### src/rtl/sha256_spi_master.sv
// SPI mode-3 master issuing 16-bit {we, addr, data} command frames to the SHA-256 slave port.
// One command at a time; the 16 MISO bits of each frame come back with a one-cycle strobe.
module sha256_spi_master #(
  parameter int CLK_DIV  = 4,
  parameter int SS_SETUP = 4,
  parameter int SS_HOLD  = 4,
  parameter int GAP      = 4
) (
  input  logic        i_clk,
  input  logic        i_rst_n,
  input  logic        i_valid,
  output logic        o_ready,
  input  logic        i_we,
  input  logic [6:0]  i_addr,
  input  logic [7:0]  i_wdata,
  output logic        o_rsp_valid,
  output logic [15:0] o_rsp_frame,
  output logic [7:0]  o_rdata,
  output logic        o_busy,
  output logic        o_spi_sck,
  output logic        o_spi_ss_n,
  output logic        o_spi_mosi,
  input  logic        i_spi_miso
);

  localparam int CW = 16;

  typedef enum logic [2:0] {
    ST_IDLE,
    ST_SETUP,
    ST_SHIFT,
    ST_HOLD,
    ST_GAP
  } state_t;

  state_t        state;
  logic [CW-1:0] cnt;
  logic [3:0]    bit_cnt;
  logic [15:0]   tx_sr;
  logic [15:0]   rx_sr;

  assign o_rdata = o_rsp_frame[7:0];

  always_ff @(posedge i_clk or negedge i_rst_n) begin
    if (!i_rst_n) begin
      state       <= ST_IDLE;
      cnt         <= '0;
      bit_cnt     <= '0;
      tx_sr       <= '0;
      rx_sr       <= '0;
      o_ready     <= 1'b1;
      o_busy      <= 1'b0;
      o_rsp_valid <= 1'b0;
      o_rsp_frame <= '0;
      o_spi_sck   <= 1'b1;
      o_spi_ss_n  <= 1'b1;
      o_spi_mosi  <= 1'b0;
    end else begin
      o_rsp_valid <= 1'b0;
      case (state)
        ST_IDLE: begin
          if (i_valid && o_ready) begin
            tx_sr      <= {i_we, i_addr, i_wdata};
            bit_cnt    <= '0;
            cnt        <= '0;
            o_spi_ss_n <= 1'b0;
            o_ready    <= 1'b0;
            o_busy     <= 1'b1;
            state      <= ST_SETUP;
          end
        end
        ST_SETUP: begin
          if (cnt == CW'(SS_SETUP - 1)) begin
            cnt        <= '0;
            o_spi_sck  <= 1'b0;
            o_spi_mosi <= tx_sr[15];
            tx_sr      <= {tx_sr[14:0], 1'b0};
            state      <= ST_SHIFT;
          end else begin
            cnt <= cnt + 1'b1;
          end
        end
        ST_SHIFT: begin
          if (cnt == CW'(CLK_DIV - 1)) begin
            cnt <= '0;
            if (!o_spi_sck) begin
              // Rising edge: the slave's bit has been stable for a full low half.
              o_spi_sck <= 1'b1;
              rx_sr     <= {rx_sr[14:0], i_spi_miso};
              bit_cnt   <= bit_cnt + 1'b1;
              if (bit_cnt == 4'd15) begin
                state <= ST_HOLD;
              end
            end else begin
              o_spi_sck  <= 1'b0;
              o_spi_mosi <= tx_sr[15];
              tx_sr      <= {tx_sr[14:0], 1'b0};
            end
          end else begin
            cnt <= cnt + 1'b1;
          end
        end
        ST_HOLD: begin
          if (cnt == CW'(SS_HOLD - 1)) begin
            cnt         <= '0;
            o_spi_ss_n  <= 1'b1;
            o_spi_mosi  <= 1'b0;
            o_rsp_frame <= rx_sr;
            o_rsp_valid <= 1'b1;
            state       <= ST_GAP;
          end else begin
            cnt <= cnt + 1'b1;
          end
        end
        ST_GAP: begin
          if (cnt == CW'(GAP - 1)) begin
            cnt     <= '0;
            o_ready <= 1'b1;
            o_busy  <= 1'b0;
            state   <= ST_IDLE;
          end else begin
            cnt <= cnt + 1'b1;
          end
        end
        default: state <= ST_IDLE;
      endcase
    end
  end

endmodule

### config.mk
export PLATFORM = sky130hd
export DESIGN_NAME = sha256_spi_master
export DESIGN_NICKNAME = d
export VERILOG_FILES = /design/src/rtl/sha256_spi_master.sv
export SDC_FILE = /design/constraint.sdc
export NUM_CORES = 1
export LEC_CHECK = 0
export CORE_MARGIN = 2
export CORE_UTILIZATION = 59
export DETAILED_ROUTE_END_ITERATION = 7
export PLACE_DENSITY = 0.85
export SLEW_MARGIN = 20
export SYNTH_ARGS = -nofsm -noshare
export SYNTH_HDL_FRONTEND = slang
export SYNTH_SLANG_ARGS = --single-unit
### constraint.sdc
create_clock -name i_clk -period 6.28 [get_ports i_clk]
set_input_delay 0.628 -clock i_clk [delete_from_list [all_inputs] [get_ports i_clk]]
set_output_delay 0.628 -clock i_clk [all_outputs]
set_load 0.02 [all_outputs]
# Yosys cells after proc, flatten, opt, wreduce, memory -nomap -nowiden

Index checks and enable logic that the tools add are counted.

Register bits: 77
Bits of input ports: 20
Output and inout bits: 30
Logic and storage cells: 85

Add/subtract/negate cells: 2
Equality and inequality tests: 14
Multiplexer cells: 36
Bitwise logic cells: 1
Reduce and logical (&&, ||, !) cells: 20

Operator list:

| operator                | count |
|---|---|
| $mux W16                | 6 |
| $pmux W16 S3            | 1 |
| $pmux W16 S2            | 1 |
| $mux W3                 | 7 |
| $add A16 B1 Y16 const B | 1 |
| $eq A16 B2 Y1 const B   | 1 |
| $ne A2 B2 Y1 const B    | 8 |
| $pmux W3 S5             | 1 |
| $mux W4                 | 3 |
| $reduce_and A3 Y1       | 4 |
| $mux W1                 | 11 |
| $reduce_and A5 Y1       | 2 |
| $reduce_bool A2 Y1      | 5 |
| $pmux W1 S2             | 4 |
| $pmux W4 S2             | 1 |
| $reduce_and A7 Y1       | 1 |
| $eq A3 B2 Y1 const B    | 2 |
| $reduce_bool A3 Y1      | 2 |
| $add A4 B1 Y4 const B   | 1 |
| $eq A4 B4 Y1 const B    | 1 |
| $reduce_and A2 Y1       | 2 |
| $reduce_and A4 Y1       | 1 |
| $reduce_or A4 Y1        | 1 |
| $eq A3 B1 Y1 const B    | 1 |
| 5 further kinds         | 5 |

# Logic depth before layout (Yosys ltp)

Gate-level depths: netlist of run 1.

Depth after elaboration: 5
Gate-level depth with buffers: 8
Depth with buffers taken out: 6

# Least setup slack after synthesis of run 1

Ideal clock, no wire load.

Kind: register to register
Start point: register cnt[0]
End point: register tx_sr[10]
Setup time: 125 ps
Data arrival time: 2,004 ps
Required time: 6,155 ps
Slack: 4,152 ps
Stages on the path, launching flop included: 8
Buffers on the path: 1
Period minus slack after synthesis: 2,128 ps
Cell sequence: dfrtp_1 -> ha_1 -> nor4b_1 -> nand4_1 -> a21oi_1 -> a21oi_1 -> buf_2 -> mux2_2

Cells in the longest elaborated chain, start to end: 3
Elaborated cells between the ends (all ways): 4
Classes of those cells: eq/ne: 3; reduce/logical: 1

RTL lines:

| what                          | RTL line | RTL |
|---|---|---|
| from (decl)                   | 37       | `logic [CW-1:0] cnt;` |
| from (signal assigned)        | 80       | `cnt <= cnt + 1'b1;` |
| from (signal assigned)        | 100      | `cnt <= cnt + 1'b1;` |
| from (signal assigned)        | 112      | `cnt <= cnt + 1'b1;` |
| $eq A16 B2 Y1 *               | 73, 84   |  |
| $ne A2 B2 Y1 (no line)        | -        |  |
| $reduce_and A5 Y1 (no line) * | -        |  |
| to (signal assigned)          | 63       | `tx_sr <= {i_we, i_addr, i_wdata};` |
| to (signal assigned)          | 77       | `tx_sr <= {tx_sr[14:0], 1'b0};` |
| to (signal assigned)          | 97       | `tx_sr <= {tx_sr[14:0], 1'b0};` |
| to (decl)                     | 39       | `logic [15:0] tx_sr;` |

Mark *: on every way between the ends. The rest lies on a longest branch, timed or not.
A chain may end at the register's enable or synchronous reset.

# Worst setup path after layout of run 1

Start point: register cnt[0]
End point: register cnt[4]

Cells in the longest elaborated chain, start to end: 3
Elaborated cells between the ends (all ways): 4
Classes of those cells: add/sub: 1; eq/ne: 1; mux: 2

RTL lines:

| what                                             | RTL line | RTL |
|---|---|---|
| $add A16 B1 Y16 or $eq A16 B2 Y1 (tied branches) | -        |  |
| $mux W16 *                                       | -        |  |
| $pmux W16 S2 *                                   | 60       | `case (state)` |

Marked as above.

==> flow_metrics.tcl, run 1 <==
set metrics [dict create \
    drt_pass1_iterations 5 \
    r2r_cells 7 \
    post-place-ws_ns 3.74 \
    synth_area_leaders "dfrtp_1, mux2_2, o21ai_0, dfstp_2, buf_4" \
    initial_core_util_pct 61.4 \
    ys_ff_latch 77 \
    avgViaCountPerCell 5.97 \
    tns_ns 0 \
    worst_setup_path_start_kind "flip-flop" \
    period_minus_slack_ns 2.57 \
    area_delta_synth_final_pct 19.2 \
    setup_ws_ns 3.71 \
    grt_max_degree 78 \
    synthesis.nets 334 \
    hold_buffers 0 \
    wl_met3_microns 466 \
    grtUsageTotal_pct 21.9 \
    final.setup_skew_ns 0.00775 \
    r2r_setup_slack_ns 3.71 \
    hold_class "input port to asynchronous set/reset pin" \
    yosysTopAreaCell "dfrtp_1" \
    layout.nets 375 \
    worstSetupPathType "flip-flop to flip-flop" \
    slew-limit-headroom_pct 28.4 \
    final_common_cell "dfrtp_1" \
    ios 50 \
    yosysWarnings 0 \
    coreArea_sq_um 5960 \
    root_buffer "clkbuf_8" \
    wl_per_cell_microns 15.9 \
    synth_enable_flop_cells 0 \
    power_density_nw_per_um2 215 \
    maxSlewViolCount 0 \
    finalHoldViolCount 0 \
    synth_ff_type "dfrtp_1" \
    finalWirelength_microns 6870 \
    worstReg2RegStart "cnt[0]" \
    final.fill_count 394 \
    antenna_cells 0 \
    drive_gt1_share_pct 27.1 \
    setup_viol 0 \
    num_rows 28 \
    grt_setup_unrepaired "no" \
    yosys.cell_types.count 45 \
    cts_max_level 3 \
    grt_pass1_vias 2377 \
    finalPower_uw 939 \
    cts_tree "yes" \
    avgSynthCellArea_sq_um 11.7 \
    ant_nets 0 \
    clk_latency_ns 0.34 \
    grt_pass1_wl_microns 11200 \
    met1Wirelength_microns 3000 \
    post_cts.repair.setup_buffers 0 \
    worst_pin_slew_ns 1.06 \
    synth.yosys.seq_area_share_pct 52.8 \
    max_freq_mhz 390 \
    synthArstFlopShare_pct 100 \
    path_max_fanout 18 \
    die_x_microns 82.8 \
    p_leak_nw 1.99 \
    clockBufferDepth 2 \
    syn_area_sq_um 3660 \
    place_inst 417 \
    critPathArrivalTime_ns 2.80 \
    dr_total_vias 2587 \
    whs_ns 0.413 \
    fin_crit_sh_pct 40.9 \
    cts.clk_slew.worst_paths_ns 0.08 \
    required_ns 6.51 \
    wl_met2_microns 3310 \
    place.gp.congestion 0.854 \
    die_h_microns 82.8 \
    dp_hpwl_microns 4550 \
    syn_inst 312 \
    status "finished clean" \
    clock_sinks 77 \
    layoutNonFillerInstCount 433 \
    cts.repair.resized 0 \
    die_area_sq_um 6850 \
    drc_errors 0 \
    grt.overflow.total 0 \
    drtIter0Drc 187 \
    end_kind "flip-flop" \
    numCtsBuffers 9 \
    top_layer "met4" \
    final_cell_mix "dfrtp_1, mux2_2, clkdlybuf4s50_1" \
    antenna_found_initial 0 \
    synth_top_cell_area_share_pct 50.6 \
    portBuffers 49 \
    ir_worst_vdd_mv 0.176 \
    maxCapViolCount 0 \
    r2r_end "cnt[4]" \
]
sequential cells by signal, summed over array words and instances (netlist names):
signal / count
cnt: 16
o_rsp_frame: 16
rx_sr: 16
tx_sr: 16
bit_cnt: 4
state: 3
o_busy: 1
o_ready: 1
o_rsp_valid: 1
o_spi_mosi: 1
o_spi_sck: 1
o_spi_ss_n: 1
stage by stage:
stage	util (%)	instance area, sq um
2_1_floorplan	-	3660
3_3_place_gp	69.4	4140
3_5_place_dp	69.4	4140
4_1_cts	73.3	4360
5_1_grt	73.3	4360
6_report	73.3	4360
Yosys cell counts (2+ instances only):
cell       n
nor2b_1    4
a22o_1     4
buf_6      2
xor2_1     2
mux2i_1    2
and3_1     3
nand4_1    5
nand2_1   20
or2_2      2
ha_1       2
nor3b_1    2
a21oi_1   12
nor2_2     2
o21ai_0   21
and4_1     2
a21o_1     2
a211oi_1   2
buf_4     10
mux2_2    64
nor2_1    10
dfstp_2    3
a31oi_1    5
clkbuf_1   4
inv_1      4
dfrtp_1   74
nor4b_1    3
buf_2      7
o21bai_1   2
nor4_1     3
nor3_1    10
nand3_1    9
o21ai_1    2
layer usage:
layer	up-vias	track usage, %
li1	1220	-
met1	1265	30.6
met2	90	33.3
met3	12	6.30
met4	0	6.89
met5	-	0
worst max-delay path: stages (launching register included):
cell      delay [ns]
dfrtp_1         0.40
ha_1            0.24
nor4b_1         0.34
nor4bb_2        0.56
buf_4           0.29
nor2_2          0.17
a21o_1          0.23
a22o_1          0.22
logic make-up after synthesis:
logic type / after synthesis / share of synthesized area [%]
xor+xnor: 3 / 0.718
compound gates: 57 / 9.33
simple gates: 80 / 11.8
flops: 77 / 52.8
fa+ha+maj: 2 / 0.684
buf+inv: 27 / 4.44
mux: 66 / 20.2
report_power, final:
part	switching, mW	internal (mW)
Sequential	0.000793	0.496
Clock	0.190	0.230
Combinational	0.0110	0.0110
worst max-delay path by stage:
stage,from,to
final,cnt[0],cnt[4]
after global routing,cnt[1],cnt[4]
after CTS,cnt[0],o_rsp_frame[3]
after detailed placement,i_valid,cnt[9]
after global placement,cnt[11],cnt[4]
after floorplan,cnt[0],tx_sr[10]
layout make-up:
class                           count  area [sq um]  share of cell area (%)
Clock buffer                        9           124                    2.84
Clock inverter                      7           105                    2.41
Inverter                            4          15.0                   0.344
Multi-Input combinational cell    208          1580                    36.2
Sequential cell                    77          1930                    44.2
Tap cell                           75          93.8                    2.15
Timing Repair Buffer               53           518                    11.9
Power figures use the tool's default switching activity.
==> run 2, diff against run 1 <==
CORE_UTILIZATION = 55   (was 59)
PLACE_DENSITY = 0.8   (was 0.85)
clock period = 2.5 ns   (was 6.28 ns; I/O delays follow)
==> flow_metrics.tcl, run 2 (synthesis results as in run 1) <==
set metrics [dict create \
    cts.clk_slew.worst_paths_ns 0.08 \
    grt.overflow.total 0 \
    portBuffers 49 \
    grt_setup_unrepaired "no" \
    hold_buffers 0 \
    finalHoldViolCount 0 \
    final.setup_skew_ns 0.00821 \
    initial_core_util_pct 57.3 \
    p_leak_nw 2.02 \
    drtIter0Drc 177 \
    worstSetupPathType "flip-flop to flip-flop" \
    drive_gt1_share_pct 29.1 \
    swShare_pct 22.9 \
    numCtsBuffers 9 \
    grt_pass1_wl_microns 12400 \
    share_seq_of_total_power_pct 55.0 \
    cts_tree "yes" \
    worst_setup_path_start_kind "flip-flop" \
    status "finished clean" \
    worst_pin_slew_ns 0.935 \
    drt_pass1_iterations 6 \
    final.fill_count 467 \
    wl_per_cell_microns 16.6 \
    finalPower_mw 2.27 \
    post-place-ws_ns 0.284 \
    fin_crit_sh_pct 89.7 \
    place_area_sq_um 4210 \
    ios 50 \
    avgViaCountPerCell 5.81 \
    finalWirelength_microns 7390 \
    coreArea_sq_um 6390 \
    final_cell_mix "dfrtp_1, mux2_2, clkdlybuf4s50_1" \
    grt_max_degree 78 \
    seq_area_sq_um 1930 \
    grt_pass1_vias 2618 \
    cts_max_level 3 \
    grtUsageTotal_pct 21.6 \
    cts.repair.resized 0 \
    ir_worst_vdd_mv 0.399 \
    internal_power_mw 1.75 \
    final_area_sq_um 4420 \
    period_minus_slack_ns 2.24 \
    dp_hpwl_microns 4830 \
    tns_ns 0 \
    whs_ns 0.0336 \
    clock_sinks 77 \
    dr_total_vias 2586 \
    critPathArrivalTime_ns 2.49 \
    post_cts.repair.setup_buffers 0 \
    clockBufferDepth 2 \
    multiInputGateArea_sq_um 1580 \
    netSwitchingPower_uw 520 \
    path_max_fanout 16 \
    final_common_cell "dfrtp_1" \
    p_clk_share_pct 42.6 \
    area_delta_synth_final_pct 20.8 \
    root_buffer "clkbuf_8" \
    setup_ws_ns 0.256 \
    clk_latency_ns 0.35 \
    die_h_microns 85.6 \
    end_kind "flip-flop" \
    drc_errors 0 \
    ant_nets 0 \
    layout.nets 385 \
    antenna_cells 0 \
    setup_viol 0 \
    num_rows 29 \
    slew-limit-headroom_pct 37.7 \
    required_ns 2.74 \
    r2r_cells 6 \
    power_density_nw_per_um2 514 \
    die_area_sq_um 7320 \
    place.gp.congestion 0.853 \
    max_freq_mhz 446 \
    maxCapViolCount 0 \
    hold_class "input port to asynchronous set/reset pin" \
    antenna_found_initial 0 \
    maxSlewViolCount 0 \
    die_x_microns 85.6 \
    combPwrFrac_pct 2.4 \
]
## run 2: changes by cell type in the layout (fill, tap and decap cells not counted)
| cell | change |
|---|---|
| clkinvlp_4 | +1 |
| buf_4 | +10 |
| bufinv_16 | -1 |
## run 2: path summary, 6_finish.rpt
kind	startpoint	end	slack, ns
max in group asynchronous	i_rst_n	tx_sr[1]	1.86
setup / recovery	cnt[11]	bit_cnt[3]	0.26
setup reg to reg	cnt[11]	bit_cnt[3]	0.26
hold / removal	i_rst_n	o_rsp_frame[0]	0.03
min in group i_clk	o_spi_ss_n	o_spi_ss_n	0.48
hold reg to reg	o_spi_ss_n	o_spi_ss_n	0.48
## run 2: critical path, cell delays in order, from the launching register on
cell and delay [ns]:
dfrtp_1 0.45, or4_4 0.58, nor4bb_2 0.30, buf_4 0.25
and4_1 0.25, o21ai_1 0.08, a22o_1 0.24
## run 2: cell type report
class	instances	area share [%]
clock buffers	9	2.80
repair buffers	63	13.4
flip-flops and latches	77	43.7
inverters	4	0.340
clock inverters	7	1.87
well taps	77	2.18
multi-input cells	208	35.7
## run 2: routing by layer
| layer | global-route usage (%) | part of all wire (%) | vias to the layer above |
|---|---|---|---|
| li1 | - | - | 1231 |
| met1 | 28.9 | 44 | 1261 |
| met2 | 33.9 | 48 | 78 |
| met3 | 4.91 | 6.6 | 16 |
| met4 | 9.52 | 1.8 | 0 |
| met5 | 0 | 0 | - |
## run 2: power by group through the flow
stage / combinational [mW] / clock (mW) / sequential (mW)
finish: 0.0548 / 0.967 / 1.25
detailed placement: 0.0568 / 0 / 1.27
CTS: 0.0572 / 0.985 / 1.25
global route: 0.0625 / 1.04 / 1.25
global placement: 0.0565 / 0 / 1.27
floorplan: 0.00271 / 0 / 1.27
## run 2: metrics by stage
step	cells	utilization, %
floorplan	312	-
global placement	429	66.0
detailed placement	429	66.0
CTS	445	69.2
global route	445	69.2
finish	445	69.2
==> run 3, diff against run 2 <==
SLEW_MARGIN = 5   (was 20)
==> results of run 3 <==
No change in the layout: final DEF, timing and power equal those of run 2.
